**src/rtl/seven_seg_mux_if.sv**
```systemverilog
// Display bus between the BCD source and the 4-digit common-anode display driver.
// The master drives the digits and decimal-point mask; the slave drives the display pins.
interface seven_seg_mux_if;
    logic [3:0] digit0;
    logic [3:0] digit1;
    logic [3:0] digit2;
    logic [3:0] digit3;
    logic [3:0] dp_mask;
    logic [3:0] anode;
    logic [6:0] segment;
    logic       dp;
    logic       frame_start;

    modport master (
        output digit0, digit1, digit2, digit3, dp_mask,
        input  anode, segment, dp, frame_start
    );

    modport slave (
        input  digit0, digit1, digit2, digit3, dp_mask,
        output anode, segment, dp, frame_start
    );
endinterface

```
**src/rtl/seven_seg_mux.sv**
```systemverilog
// Time-multiplexed 4-digit common-anode 7-segment driver with per-frame snapshot and guard band.
// Optional leading-zero suppression is enabled by defining LEADING_ZERO_BLANK_EN.
module seven_seg_mux #(
    parameter int unsigned COUNT_BITS    = 17,
    parameter int unsigned REFRESH_TICKS = 100000,
    parameter int unsigned BLANK_TICKS   = 2
) (
    input  logic            clk,
    input  logic            reset,
    seven_seg_mux_if.slave  disp
);

    localparam logic [COUNT_BITS-1:0] LAST_TICK = COUNT_BITS'(REFRESH_TICKS - 1);
    localparam logic [COUNT_BITS-1:0] BLANK_END = COUNT_BITS'(BLANK_TICKS);
    localparam logic [3:0]            ANODE_OFF = 4'hF;
    localparam logic [6:0]            SEG_OFF   = 7'h7F;

    logic [COUNT_BITS-1:0] tick_count_q, tick_count_d;
    logic [1:0]            digit_sel_q, digit_sel_d;
    logic [3:0][3:0]       snap_digit_q, snap_digit_d;
    logic [3:0]            snap_dp_q, snap_dp_d;
    logic [3:0]            anode_q, anode_d;
    logic [6:0]            segment_q, segment_d;
    logic                  dp_q, dp_d;
    logic                  frame_start_q, frame_start_d;

    logic                  last_tick;
    logic                  slot_blank;
    logic [3:0]            cur_digit;

    // Active-low hex decode; anything outside 0-9 shows a dash.
    function automatic logic [6:0] bcd_to_seg(input logic [3:0] bcd);
        logic [6:0] seg;
        case (bcd)
            4'd0:    seg = 7'h40;
            4'd1:    seg = 7'h79;
            4'd2:    seg = 7'h24;
            4'd3:    seg = 7'h30;
            4'd4:    seg = 7'h19;
            4'd5:    seg = 7'h12;
            4'd6:    seg = 7'h02;
            4'd7:    seg = 7'h78;
            4'd8:    seg = 7'h00;
            4'd9:    seg = 7'h10;
            default: seg = 7'h3F;
        endcase
        return seg;
    endfunction

    always_comb begin
        tick_count_d  = tick_count_q + COUNT_BITS'(1);
        digit_sel_d   = digit_sel_q;
        snap_digit_d  = snap_digit_q;
        snap_dp_d     = snap_dp_q;
        anode_d       = ANODE_OFF;
        segment_d     = SEG_OFF;
        dp_d          = 1'b1;
        frame_start_d = 1'b0;
        slot_blank    = 1'b0;
        cur_digit     = snap_digit_q[digit_sel_q];
        last_tick     = (tick_count_q == LAST_TICK);

        // Slot/frame sequencing; snapshot taken only at the frame boundary to avoid tearing.
        if (last_tick) begin
            tick_count_d = '0;
            digit_sel_d  = digit_sel_q + 2'd1;
            if (digit_sel_q == 2'd3) begin
                snap_digit_d  = {disp.digit3, disp.digit2, disp.digit1, disp.digit0};
                snap_dp_d     = disp.dp_mask;
                frame_start_d = 1'b1;
            end
        end

`ifdef LEADING_ZERO_BLANK_EN
        case (digit_sel_q)
            2'd3:    slot_blank = (snap_digit_q[3] == 4'd0);
            2'd2:    slot_blank = (snap_digit_q[3] == 4'd0) && (snap_digit_q[2] == 4'd0);
            2'd1:    slot_blank = (snap_digit_q[3] == 4'd0) && (snap_digit_q[2] == 4'd0)
                                  && (snap_digit_q[1] == 4'd0);
            default: slot_blank = 1'b0;
        endcase
`else
        slot_blank = 1'b0;
`endif

        // Guard band at each slot start keeps the previous digit from ghosting.
        if ((tick_count_q >= BLANK_END) && !slot_blank) begin
            anode_d   = ~(4'b0001 << digit_sel_q);
            segment_d = bcd_to_seg(cur_digit);
            dp_d      = ~snap_dp_q[digit_sel_q];
        end
    end

    always_ff @(posedge clk or negedge reset) begin
        if (!reset) begin
            tick_count_q  <= '0;
            digit_sel_q   <= 2'd0;
            snap_digit_q  <= '0;
            snap_dp_q     <= 4'd0;
            anode_q       <= ANODE_OFF;
            segment_q     <= SEG_OFF;
            dp_q          <= 1'b1;
            frame_start_q <= 1'b0;
        end else begin
            tick_count_q  <= tick_count_d;
            digit_sel_q   <= digit_sel_d;
            snap_digit_q  <= snap_digit_d;
            snap_dp_q     <= snap_dp_d;
            anode_q       <= anode_d;
            segment_q     <= segment_d;
            dp_q          <= dp_d;
            frame_start_q <= frame_start_d;
        end
    end

    assign disp.anode       = anode_q;
    assign disp.segment     = segment_q;
    assign disp.dp          = dp_q;
    assign disp.frame_start = frame_start_q;

endmodule

```
**src/flat_wrapper.sv**
```systemverilog
// flat-port wrapper written by rule: the top's interface ports become plain ports
module seven_seg_mux_flat 
#(
    parameter int unsigned COUNT_BITS    = 17,
    parameter int unsigned REFRESH_TICKS = 100000,
    parameter int unsigned BLANK_TICKS   = 2
)
  (clk, reset, disp_digit0, disp_digit1, disp_digit2, disp_digit3, disp_dp_mask, disp_anode, disp_segment, disp_dp, disp_frame_start);
  seven_seg_mux_if disp_i ();
  input  logic clk;
  input  logic reset;
  input wire logic [$bits(disp_i.digit0)-1:0] disp_digit0;
  input wire logic [$bits(disp_i.digit1)-1:0] disp_digit1;
  input wire logic [$bits(disp_i.digit2)-1:0] disp_digit2;
  input wire logic [$bits(disp_i.digit3)-1:0] disp_digit3;
  input wire logic [$bits(disp_i.dp_mask)-1:0] disp_dp_mask;
  output wire logic [$bits(disp_i.anode)-1:0] disp_anode;
  output wire logic [$bits(disp_i.segment)-1:0] disp_segment;
  output wire logic [$bits(disp_i.dp)-1:0] disp_dp;
  output wire logic [$bits(disp_i.frame_start)-1:0] disp_frame_start;
  assign disp_i.digit0 = disp_digit0;
  assign disp_i.digit1 = disp_digit1;
  assign disp_i.digit2 = disp_digit2;
  assign disp_i.digit3 = disp_digit3;
  assign disp_i.dp_mask = disp_dp_mask;
  assign disp_anode = disp_i.anode;
  assign disp_segment = disp_i.segment;
  assign disp_dp = disp_i.dp;
  assign disp_frame_start = disp_i.frame_start;
  seven_seg_mux #(.COUNT_BITS(COUNT_BITS), .REFRESH_TICKS(REFRESH_TICKS), .BLANK_TICKS(BLANK_TICKS)) u_core (.clk(clk), .reset(reset), .disp(disp_i));
endmodule
```
**config.mk**
```make
export PLATFORM = sky130hd
export DESIGN_NAME = seven_seg_mux_flat
export DESIGN_NICKNAME = d
export VERILOG_FILES = /design/src/rtl/seven_seg_mux_if.sv /design/src/rtl/seven_seg_mux.sv /design/src/flat_wrapper.sv
export SDC_FILE = /design/constraint.sdc
export NUM_CORES = 1
export LEC_CHECK = 0
export BUFFER_PORTS_ARGS = -buffer_cell sky130_fd_sc_hd__buf_2
export CAP_MARGIN = 25
export CORE_MARGIN = 1
export CORE_UTILIZATION = 51
export CTS_BUF_LIST = sky130_fd_sc_hd__clkbuf_2
export DETAILED_ROUTE_END_ITERATION = 8
export GPL_ROUTABILITY_DRIVEN = 0
export PLACE_DENSITY = 0.81
export SYNTH_ARGS = -nofsm -noshare
export SYNTH_HDL_FRONTEND = slang
export SYNTH_SLANG_ARGS = --single-unit
```
**constraint.sdc**
```tcl
create_clock -name clk -period 1.85 [get_ports clk]
set_input_delay 0.37 -clock clk [delete_from_list [all_inputs] [get_ports clk]]
set_output_delay 0.37 -clock clk [all_outputs]
set_load 0.02 [all_outputs]
```
==> impl_metrics.prom, run 1 <==
# TYPE chip_impl_metric gauge
chip_impl_metric{name="worst_slew_pin_slew",unit="ns"} 0.3133
chip_impl_metric{name="numPortBuffers",unit=""} 34
chip_impl_metric{name="hold_viol_final",unit=""} 0
chip_impl_info{name="crit_chain",value="nor4_2 -> nand2_1 -> or4_4 -> buf_12 -> mux2_4"} 1
chip_impl_metric{name="synth_warnings",unit=""} 0
chip_impl_metric{name="fmax",unit="MHz"} 500.7
chip_impl_info{name="setup.worst_path.start_class",value="flop"} 1
chip_impl_metric{name="dp_hpwl",unit="mm"} 3.420
chip_impl_metric{name="slew_headroom",unit=""} 0.7892
chip_impl_info{name="status",value="finished, violations left"} 1
chip_impl_metric{name="maximum_cell_stage_delay_along_the_critical_path",unit="ns"} 0.57
chip_impl_metric{name="totalNegativeSetupSlack",unit="ns"} -2.462
chip_impl_metric{name="core_area",unit="um2"} 4692
chip_impl_metric{name="clock_path_buffers",unit=""} 2
chip_impl_metric{name="detailroute.via_count",unit=""} 1769
chip_impl_metric{name="reg2reg_depth",unit=""} 5
chip_impl_metric{name="clock_tree.htree_level_count",unit=""} 2
chip_impl_metric{name="post-route-period-util",unit=""} 1.080
chip_impl_metric{name="pin_count_of_the_biggest_net_entering_global_routing",unit=""} 53
chip_impl_metric{name="synthesis.instances",unit=""} 193
chip_impl_info{name="crit_start",value="u_core.tick_count_q[14]"} 1
chip_impl_metric{name="fin_worst_skew",unit="ns"} 0.02706
chip_impl_metric{name="min_period",unit="ns"} 1.997
chip_impl_metric{name="detail_route.vias_per_cell",unit=""} 5.494
chip_impl_metric{name="globalRoute.totalOverflow",unit=""} 0
chip_impl_metric{name="die-width",unit="um"} 71.75
chip_impl_metric{name="worst_r2r_setup_slack",unit="ns"} -0.15
chip_impl_metric{name="drt-total-wl",unit="mm"} 5.240
chip_impl_metric{name="cap_viol_max_count",unit=""} 0
chip_impl_metric{name="post_route_cells_drive_above_1_share",unit=""} 0.5224
chip_impl_metric{name="number_of_antenna_violations_at_the_first_check_in_global_routing",unit=""} 0
chip_impl_metric{name="clk_sink_count",unit=""} 52
chip_impl_metric{name="boundaryPins",unit=""} 35
chip_impl_metric{name="routed_wire_length_per_instance",unit="um"} 16.27
chip_impl_metric{name="fp-row-count",unit=""} 25
chip_impl_info{name="post-synth-top-area-cell",value="sky130_fd_sc_hd__dfrtp_1"} 1
chip_impl_info{name="worst_r2r_endpoint",value="u_core.snap_dp_q[0]"} 1
chip_impl_metric{name="antenna_diode_count",unit=""} 0
chip_impl_metric{name="area_grow_syn2layout",unit="%"} 28.69
chip_impl_info{name="critical_path.endpoint",value="u_core.snap_dp_q[0]"} 1
chip_impl_metric{name="synth_top_area_share",unit=""} 0.4034
chip_impl_metric{name="syn-num-nets",unit=""} 226
chip_impl_info{name="setup.worst_path.class",value="flop to flop"} 1
chip_impl_info{name="worst_hold_startpoint",value="disp_digit3[0]"} 1
chip_impl_metric{name="pleak",unit="nW"} 1.533
chip_impl_metric{name="clk_latency",unit="ns"} 0.47
chip_impl_metric{name="nets",unit=""} 300
chip_impl_metric{name="synth_cell_type_count",unit=""} 33
chip_impl_metric{name="synth.ff_latch_count",unit=""} 52
chip_impl_metric{name="area_of_the_mapped_netlist",unit="um2"} 2481
chip_impl_metric{name="first_global_vias",unit=""} 1677
chip_impl_metric{name="finalSetupViolations",unit=""} 22
chip_impl_metric{name="die_h",unit="um"} 71.75
chip_impl_metric{name="initial_detailed_routing_violation_count",unit=""} 114
chip_impl_metric{name="worstPathRequired",unit="ns"} 2.23
chip_impl_metric{name="multiInputGateArea",unit="um2"} 1201
chip_impl_metric{name="final-seq-area",unit="um2"} 1318
chip_impl_info{name="worst_flop_to_flop_path_startpoint",value="u_core.tick_count_q[14]"} 1
chip_impl_metric{name="dieArea",unit="um2"} 5148
chip_impl_metric{name="timing.critical_path.fanout_max",unit=""} 20
chip_impl_metric{name="dr_pass1_iterations",unit=""} 4
chip_impl_info{name="cts_root_buf",value="sky130_fd_sc_hd__clkbuf_2"} 1
chip_impl_metric{name="instances_no_fill",unit=""} 322
chip_impl_metric{name="gr-usage-all-layers",unit=""} 0.1965
chip_impl_metric{name="drc",unit=""} 0
chip_impl_info{name="hold_path_class",value="input pin to flop"} 1
chip_impl_metric{name="route.antenna.remaining_nets",unit=""} 0
chip_impl_info{name="violations_in_the_final_reports",value="negative setup slack"} 1
chip_impl_metric{name="final-max-slew-violation-count",unit=""} 0
chip_impl_metric{name="post-place-ws",unit="ns"} -0.09446
chip_impl_metric{name="initial_core_util",unit=""} 0.5288
chip_impl_metric{name="timing.final.ws_setup",unit="ns"} -0.1473
chip_impl_metric{name="fillCellCount",unit=""} 321
chip_impl_metric{name="p_per_area",unit="nW/um2"} 595.7
chip_impl_metric{name="cts-buffers-inserted",unit=""} 5
chip_impl_info{name="cts_tree",value="yes"} 1
chip_impl_metric{name="clk_pin_slew_worst_paths",unit="ns"} 0.29
chip_impl_metric{name="placed_cells_incl_taps",unit=""} 306
chip_impl_info{name="post_synth_main_area_contributors",value="sky130_fd_sc_hd__dfrtp_1 40%, sky130_fd_sc_hd__dfstp_2 13%, sky130_fd_sc_hd__mux2_4 12%"} 1
chip_impl_info{name="crit_path_end_kind",value="flop"} 1
chip_impl_metric{name="hold-worst-slack",unit="ns"} 0.09023
chip_impl_metric{name="crit_arrival",unit="ns"} 2.37
chip_impl_metric{name="synth-seq-area-share",unit=""} 0.5305
chip_impl_info{name="crit_slowest_cell",value="sky130_fd_sc_hd__or4_4"} 1
chip_impl_info{name="rsz0062_at_grt",value="true"} 1
chip_impl_metric{name="syn-mean-instance-area",unit="um2"} 12.86
chip_impl_metric{name="global_route_wire_length_before_repair",unit="mm"} 7.672
chip_impl_metric{name="ir_worst_vdd",unit="uV"} 488.0
state kept, by name, indices dropped and copies added (netlist names):
signal                   count
u_core.disp.segment          7
u_core.disp.frame_start      1
u_core.digit_sel_q           2
u_core.disp.dp               1
u_core.snap_dp_q             4
u_core.tick_count_q         17
u_core.disp.anode            4
u_core.snap_digit_q         16
layout make-up:
cell class / count / share of cell area
well taps: 54 / 0.02116
flip-flops and latches: 52 / 0.4126
multi-input cells: 125 / 0.3762
inverters: 9 / 0.01215
clock buffers: 5 / 0.007837
clock inverters: 3 / 0.008229
repair buffers: 74 / 0.1618
timing repair:
action / CTS / global route
hold buffers: 1 / 0
hold endpoints to repair: 40 / 0
pin swaps: 2 / 10
gates resized for setup: 8 / 29
endpoints found under the setup margin: 25 / 27
buffers inserted: 4 / 4
worst min path at each step:
stage / end / depth (start not counted)
finish: u_core.snap_digit_q[12] / 2
global placement: u_core.tick_count_q[14] / 2
CTS: u_core.snap_digit_q[12] / 2
detailed placement: u_core.tick_count_q[13] / 2
global route: u_core.snap_digit_q[10] / 2
floorplan: u_core.digit_sel_q[0] / 0
report_power, final:
| group | internal (mW) | switching (mW) | total (mW) |
|---|---|---|---|
| clock | 0.105 | 0.385 | 0.490 |
| combinational | 0.105 | 0.103 | 0.208 |
| sequential | 1.19 | 0.0189 | 1.20 |
cells in the final DEF, fill, tap and decap left out, types with 2 or more instances in the layout:
cell and n:
sky130_fd_sc_hd__a21oi_1 2, sky130_fd_sc_hd__a21oi_2 3, sky130_fd_sc_hd__and3_1 2, sky130_fd_sc_hd__and4_1 2, sky130_fd_sc_hd__buf_12 2, sky130_fd_sc_hd__buf_2 34, sky130_fd_sc_hd__buf_4 32, sky130_fd_sc_hd__buf_6 5
sky130_fd_sc_hd__clkbuf_2 5, sky130_fd_sc_hd__clkinv_4 2, sky130_fd_sc_hd__dfrtp_1 39, sky130_fd_sc_hd__dfstp_2 12, sky130_fd_sc_hd__ha_1 7, sky130_fd_sc_hd__ha_4 4, sky130_fd_sc_hd__inv_1 6, sky130_fd_sc_hd__inv_4 2
sky130_fd_sc_hd__mux2_4 20, sky130_fd_sc_hd__mux4_2 5, sky130_fd_sc_hd__nand2_1 11, sky130_fd_sc_hd__nand2b_1 2, sky130_fd_sc_hd__nand3_1 4, sky130_fd_sc_hd__nand4_1 5, sky130_fd_sc_hd__nor2_1 12, sky130_fd_sc_hd__nor3_1 4
sky130_fd_sc_hd__nor4_1 3, sky130_fd_sc_hd__o21ai_0 2, sky130_fd_sc_hd__o21ai_1 5, sky130_fd_sc_hd__xnor2_1 12, sky130_fd_sc_hd__xor2_1 3
synth_stat cells:
| library cell | count |
|---|---|
| sky130_fd_sc_hd__dfrtp_1 | 40 |
| sky130_fd_sc_hd__mux2_4 | 20 |
| sky130_fd_sc_hd__dfstp_2 | 12 |
| sky130_fd_sc_hd__nand2_1 | 12 |
| sky130_fd_sc_hd__nor2_1 | 12 |
| sky130_fd_sc_hd__xnor2_1 | 12 |
| sky130_fd_sc_hd__ha_1 | 11 |
| sky130_fd_sc_hd__inv_1 | 9 |
| sky130_fd_sc_hd__o21ai_0 | 8 |
| sky130_fd_sc_hd__a21oi_1 | 5 |
| sky130_fd_sc_hd__mux4_2 | 5 |
| sky130_fd_sc_hd__nand4_1 | 5 |
| sky130_fd_sc_hd__nor3_1 | 5 |
| sky130_fd_sc_hd__clkbuf_1 | 4 |
| sky130_fd_sc_hd__nand3_1 | 4 |
| sky130_fd_sc_hd__nor4_1 | 4 |
| sky130_fd_sc_hd__and3_1 | 3 |
| sky130_fd_sc_hd__nand2b_1 | 3 |
| sky130_fd_sc_hd__xor2_1 | 3 |
| sky130_fd_sc_hd__and4_1 | 2 |
| sky130_fd_sc_hd__buf_6 | 2 |
| sky130_fd_sc_hd__a211oi_1 | 1 |
| sky130_fd_sc_hd__and2_1 | 1 |
| sky130_fd_sc_hd__and4b_1 | 1 |
| sky130_fd_sc_hd__buf_2 | 1 |
| sky130_fd_sc_hd__mux2_2 | 1 |
| sky130_fd_sc_hd__mux2i_1 | 1 |
| sky130_fd_sc_hd__nand4b_1 | 1 |
| sky130_fd_sc_hd__nor2b_1 | 1 |
| sky130_fd_sc_hd__nor3_2 | 1 |
| sky130_fd_sc_hd__o31ai_1 | 1 |
| sky130_fd_sc_hd__or2_2 | 1 |
| sky130_fd_sc_hd__or4_4 | 1 |
metrics by stage:
step / power, mW / instance area [um2] / utilization
3_3_place_gp: 1.378 / 2942 / 0.6269
2_1_floorplan: 1.305 / 2484 / -
6_report: 1.902 / 3193 / 0.6805
4_1_cts: 1.875 / 3054 / 0.6509
3_5_place_dp: 1.388 / 2942 / 0.6269
5_1_grt: 1.981 / 3193 / 0.6805
critical path: cells and delay by family, from the launching register on:
kind | cells | cell delay (ns)
flops | 1 | 0.45
simple gates | 3 | 0.98
buf+inv | 1 | 0.19
mux | 1 | 0.30
logic make-up (layout without fill, tap and decap cells):
family,Yosys count,after routing,share of synthesized area
adder cells (fa/ha/maj),11,11,0.05547
AND/OR/NAND/NOR,57,57,0.1230
multiplexers,27,27,0.1750
AO/OA/AOI/OAI,15,15,0.03228
flip-flops,52,52,0.5305
buffers and inverters,16,91,0.03076
XOR/XNOR,15,15,0.05295
metal layers:
metal | global-route usage | wire, um | part of all wire | vias up
li1 | - | - | - | 821
met1 | 0.2641 | 2268 | 0.43 | 868
met2 | 0.3218 | 2613 | 0.50 | 71
met3 | 0.02954 | 253 | 0.048 | 9
met4 | 0.08061 | 104 | 0.020 | 0
met5 | 0 | 0 | 0 | -
Note: power is estimated with default switching activity, not from simulation.
==> run 2: changes to the inputs <==
--- a/config.mk
+++ b/config.mk
@@ -5,11 +5,13 @@
 export SDC_FILE = /design/constraint.sdc
 export NUM_CORES = 1
 export LEC_CHECK = 0
+export ABC_AREA = 1
 export BUFFER_PORTS_ARGS = -buffer_cell sky130_fd_sc_hd__buf_2
 export CAP_MARGIN = 25
 export CORE_MARGIN = 1
 export CORE_UTILIZATION = 51
 export CTS_BUF_LIST = sky130_fd_sc_hd__clkbuf_2
+export CTS_CLUSTER_DIAMETER = 30
 export DETAILED_ROUTE_END_ITERATION = 8
 export GPL_ROUTABILITY_DRIVEN = 0
 export PLACE_DENSITY = 0.81
==> impl_metrics.prom, run 2 <==
# TYPE chip_impl_metric gauge
chip_impl_info{name="status",value="complete, no violations"} 1
chip_impl_metric{name="final-max-slew-violation-count",unit=""} 0
chip_impl_info{name="hold_path_class",value="input pin to flop"} 1
chip_impl_metric{name="timing.critical_path.fanout_max",unit=""} 20
chip_impl_metric{name="fin_worst_skew",unit="ns"} 0.02586
chip_impl_info{name="crit_chain",value="ha_1 -> nand2_1 -> nor2_4 -> inv_2 -> nor2_8 -> buf_4 -> nand4_1 -> nand2_1"} 1
chip_impl_metric{name="die_h",unit="um"} 74.76
chip_impl_metric{name="synthesis.instances",unit=""} 331
chip_impl_info{name="crit_path_frequent_cell",value="sky130_fd_sc_hd__nand2_1"} 1
chip_impl_metric{name="timing.final.ws_setup",unit="ns"} 0.1579
chip_impl_metric{name="instances_no_fill",unit=""} 441
chip_impl_metric{name="die-width",unit="um"} 74.76
chip_impl_info{name="post_synth_main_area_contributors",value="sky130_fd_sc_hd__dfrtp_1 37%, sky130_fd_sc_hd__nand2_1 16%, sky130_fd_sc_hd__dfstp_2 12%"} 1
chip_impl_metric{name="antenna_diode_count",unit=""} 0
chip_impl_metric{name="slew_headroom",unit=""} 0.7018
chip_impl_metric{name="cts-buffers-inserted",unit=""} 5
chip_impl_metric{name="largest_register_ff_count",unit=""} 17
chip_impl_metric{name="post_synth_edffs",unit=""} 0
chip_impl_metric{name="initial_core_util",unit=""} 0.5287
chip_impl_metric{name="clock_tree.htree_level_count",unit=""} 2
chip_impl_metric{name="utilization",unit=""} 0.5914
chip_impl_metric{name="hold-worst-slack",unit="ns"} 0.1216
chip_impl_metric{name="dieArea",unit="um2"} 5589
chip_impl_info{name="top_reg_by_flops",value="u_core.tick_count_q"} 1
chip_impl_metric{name="maximum_cell_stage_delay_along_the_critical_path",unit="ns"} 0.45
chip_impl_metric{name="pin_count_of_the_biggest_net_entering_global_routing",unit=""} 53
chip_impl_metric{name="synth_warnings",unit=""} 0
chip_impl_metric{name="core_area",unit="um2"} 5107
chip_impl_metric{name="pleak",unit="nW"} 1.540
chip_impl_metric{name="asyncSetResetFlopFracSynth",unit=""} 1.000
chip_impl_metric{name="clk_sink_count",unit=""} 52
chip_impl_metric{name="worstPathRequired",unit="ns"} 2.24
chip_impl_metric{name="syn-num-nets",unit=""} 364
chip_impl_metric{name="min_period",unit="ns"} 1.692
chip_impl_metric{name="globalRoute.totalOverflow",unit=""} 0
chip_impl_metric{name="fmax",unit="MHz"} 591.0
chip_impl_metric{name="post-place-ws",unit="ns"} 0.08893
chip_impl_metric{name="global_route_wire_length_before_repair",unit="mm"} 9.246
chip_impl_metric{name="power.total",unit="mW"} 1.660
chip_impl_info{name="setup.worst_path.class",value="flop to flop"} 1
chip_impl_metric{name="worst_slew_pin_slew",unit="ns"} 0.4461
chip_impl_info{name="synth_common_cells",value="112 x sky130_fd_sc_hd__nand2_1, 40 x sky130_fd_sc_hd__dfrtp_1, 33 x sky130_fd_sc_hd__inv_1"} 1
chip_impl_metric{name="placed_cell_area",unit="um2"} 2945
chip_impl_metric{name="route.antenna.remaining_nets",unit=""} 0
chip_impl_metric{name="fp-row-count",unit=""} 26
chip_impl_metric{name="clk_pin_slew_worst_paths",unit="ns"} 0.29
chip_impl_info{name="dominantRegCellSynth",value="sky130_fd_sc_hd__dfrtp_1"} 1
chip_impl_info{name="setup.worst_path.start_class",value="flop"} 1
chip_impl_metric{name="post_route_cells_drive_above_1_share",unit=""} 0.1968
chip_impl_info{name="layout_commonest_cell",value="sky130_fd_sc_hd__nand2_1"} 1
chip_impl_info{name="yosys.cell_count.top_type",value="sky130_fd_sc_hd__nand2_1"} 1
chip_impl_info{name="critical-path-top-delay-family",value="simple AND/OR/NAND/NOR gates"} 1
chip_impl_metric{name="dp_hpwl",unit="mm"} 3.863
chip_impl_info{name="rsz0062_at_grt",value="false"} 1
chip_impl_info{name="crit_path_end_kind",value="flop"} 1
chip_impl_info{name="post-synth-top-area-cell",value="sky130_fd_sc_hd__dfrtp_1"} 1
chip_impl_info{name="commonest_non_fill_non_tap_cells_in_the_layout",value="112 x sky130_fd_sc_hd__nand2_1, 39 x sky130_fd_sc_hd__dfrtp_1, 34 x sky130_fd_sc_hd__buf_2"} 1
chip_impl_metric{name="number_of_antenna_violations_at_the_first_check_in_global_routing",unit=""} 0
chip_impl_metric{name="synth_cell_type_count",unit=""} 25
chip_impl_metric{name="detail_route.vias_per_cell",unit=""} 5.113
chip_impl_metric{name="placed_cells_incl_taps",unit=""} 430
chip_impl_metric{name="gr-usage-all-layers",unit=""} 0.2162
chip_impl_metric{name="p_per_area",unit="nW/um2"} 549.6
chip_impl_metric{name="routed_wire_length_per_instance",unit="um"} 11.81
chip_impl_metric{name="area_of_the_mapped_netlist",unit="um2"} 2700
chip_impl_metric{name="boundaryPins",unit=""} 35
chip_impl_metric{name="first_global_vias",unit=""} 2066
chip_impl_metric{name="worstPathBufferInverterCount",unit=""} 2
chip_impl_metric{name="area_grow_syn2layout",unit="%"} 11.86
chip_impl_metric{name="finalSetupViolations",unit=""} 0
chip_impl_metric{name="syn-mean-instance-area",unit="um2"} 8.157
chip_impl_metric{name="fillCellCount",unit=""} 468
chip_impl_metric{name="final-seq-area",unit="um2"} 1318
chip_impl_info{name="cts_root_buf",value="sky130_fd_sc_hd__clkbuf_2"} 1
chip_impl_metric{name="cap_viol_max_count",unit=""} 0
chip_impl_metric{name="design_area",unit="um2"} 3020
chip_impl_metric{name="drt-total-wl",unit="mm"} 5.209
chip_impl_info{name="crit_slowest_cell",value="sky130_fd_sc_hd__dfrtp_1"} 1
chip_impl_metric{name="synth-seq-area-share",unit=""} 0.4875
chip_impl_metric{name="detailroute.via_count",unit=""} 2255
chip_impl_metric{name="clock_path_buffers",unit=""} 2
chip_impl_info{name="cts_tree",value="yes"} 1
chip_impl_metric{name="dr_pass1_iterations",unit=""} 5
chip_impl_metric{name="clk_latency",unit="ns"} 0.45
chip_impl_metric{name="numPortBuffers",unit=""} 34
chip_impl_metric{name="multiInputGateArea",unit="um2"} 1186
chip_impl_metric{name="totalNegativeSetupSlack",unit="ns"} 0
chip_impl_metric{name="synth.ff_latch_count",unit=""} 52
chip_impl_metric{name="ir_worst_vdd",unit="uV"} 340.8
chip_impl_metric{name="post-route-period-util",unit=""} 0.9146
chip_impl_metric{name="nets",unit=""} 403
chip_impl_metric{name="drc",unit=""} 0
chip_impl_metric{name="initial_detailed_routing_violation_count",unit=""} 156
chip_impl_metric{name="synth_top_area_share",unit=""} 0.3707
chip_impl_metric{name="hold_viol_final",unit=""} 0
chip_impl_metric{name="crit_arrival",unit="ns"} 2.08
run 2: repair_timing:
item / in CTS / in global routing
setup endpoints to repair: 0 / 5
buffers inserted: 0 / 2
resized for setup: 0 / 1
hold endpoints to repair: 40 / 0
hold buffers: 1 / 0
run 2: per-layer routing:
layer,part of all wire,wire [um],track usage,up-vias
li1,-,-,-,1127
met1,0.46,2393,0.2950,1056
met2,0.48,2521,0.3584,67
met3,0.046,242,0.03614,5
met4,0.0098,51,0.05870,0
met5,0,0,0,-
run 2: logic make-up (layout without fill, tap and decap cells):
kind of cell | count (synthesis) | count (layout) | share of synthesized area
XOR/XNOR | 8 | 8 | 0.02595
buffers and inverters | 45 | 85 | 0.07321
AND/OR/NAND/NOR | 207 | 207 | 0.3471
adder cells (fa/ha/maj) | 11 | 11 | 0.05097
AO/OA/AOI/OAI | 8 | 8 | 0.01529
flip-flops | 52 | 52 | 0.4875
run 2: power by group:
group / switching (mW) / internal, mW
sequential: 0 / 1.14
combinational: 0.0278 / 0.0211
clock: 0.375 / 0.0944
total: 0.403 / 1.26
run 2: area by class of cell:
class,instances,area share
multi-input combinational,234,0.3927
inverter,34,0.04225
timing repair buffer,43,0.08368
clock buffer,5,0.008285
clock inverter,3,0.007871
sequential,52,0.4362
tap,70,0.02900
run 2: final timing paths:
path                                        start                endpoint  slack [ns]  cells after the start
min                               disp_dp_mask[0]     u_core.snap_dp_q[0]        0.12                      3
max                        u_core.tick_count_q[1]     u_core.snap_dp_q[1]        0.16                      8
min in group asynchronous                   reset  u_core.snap_digit_q[8]        0.39                      3
max in group asynchronous                   reset    u_core.disp.anode[0]        1.17                      3
max reg2reg                u_core.tick_count_q[1]     u_core.snap_dp_q[1]        0.16                      8
min reg2reg                u_core.snap_digit_q[4]  u_core.snap_digit_q[4]        0.51                      2
run 2: tightest hold or removal path, cell delays in order:
cell and delay (ns):
sky130_fd_sc_hd__buf_2 0.09, sky130_fd_sc_hd__nand4_1 0.07, sky130_fd_sc_hd__nand2_1 0.05
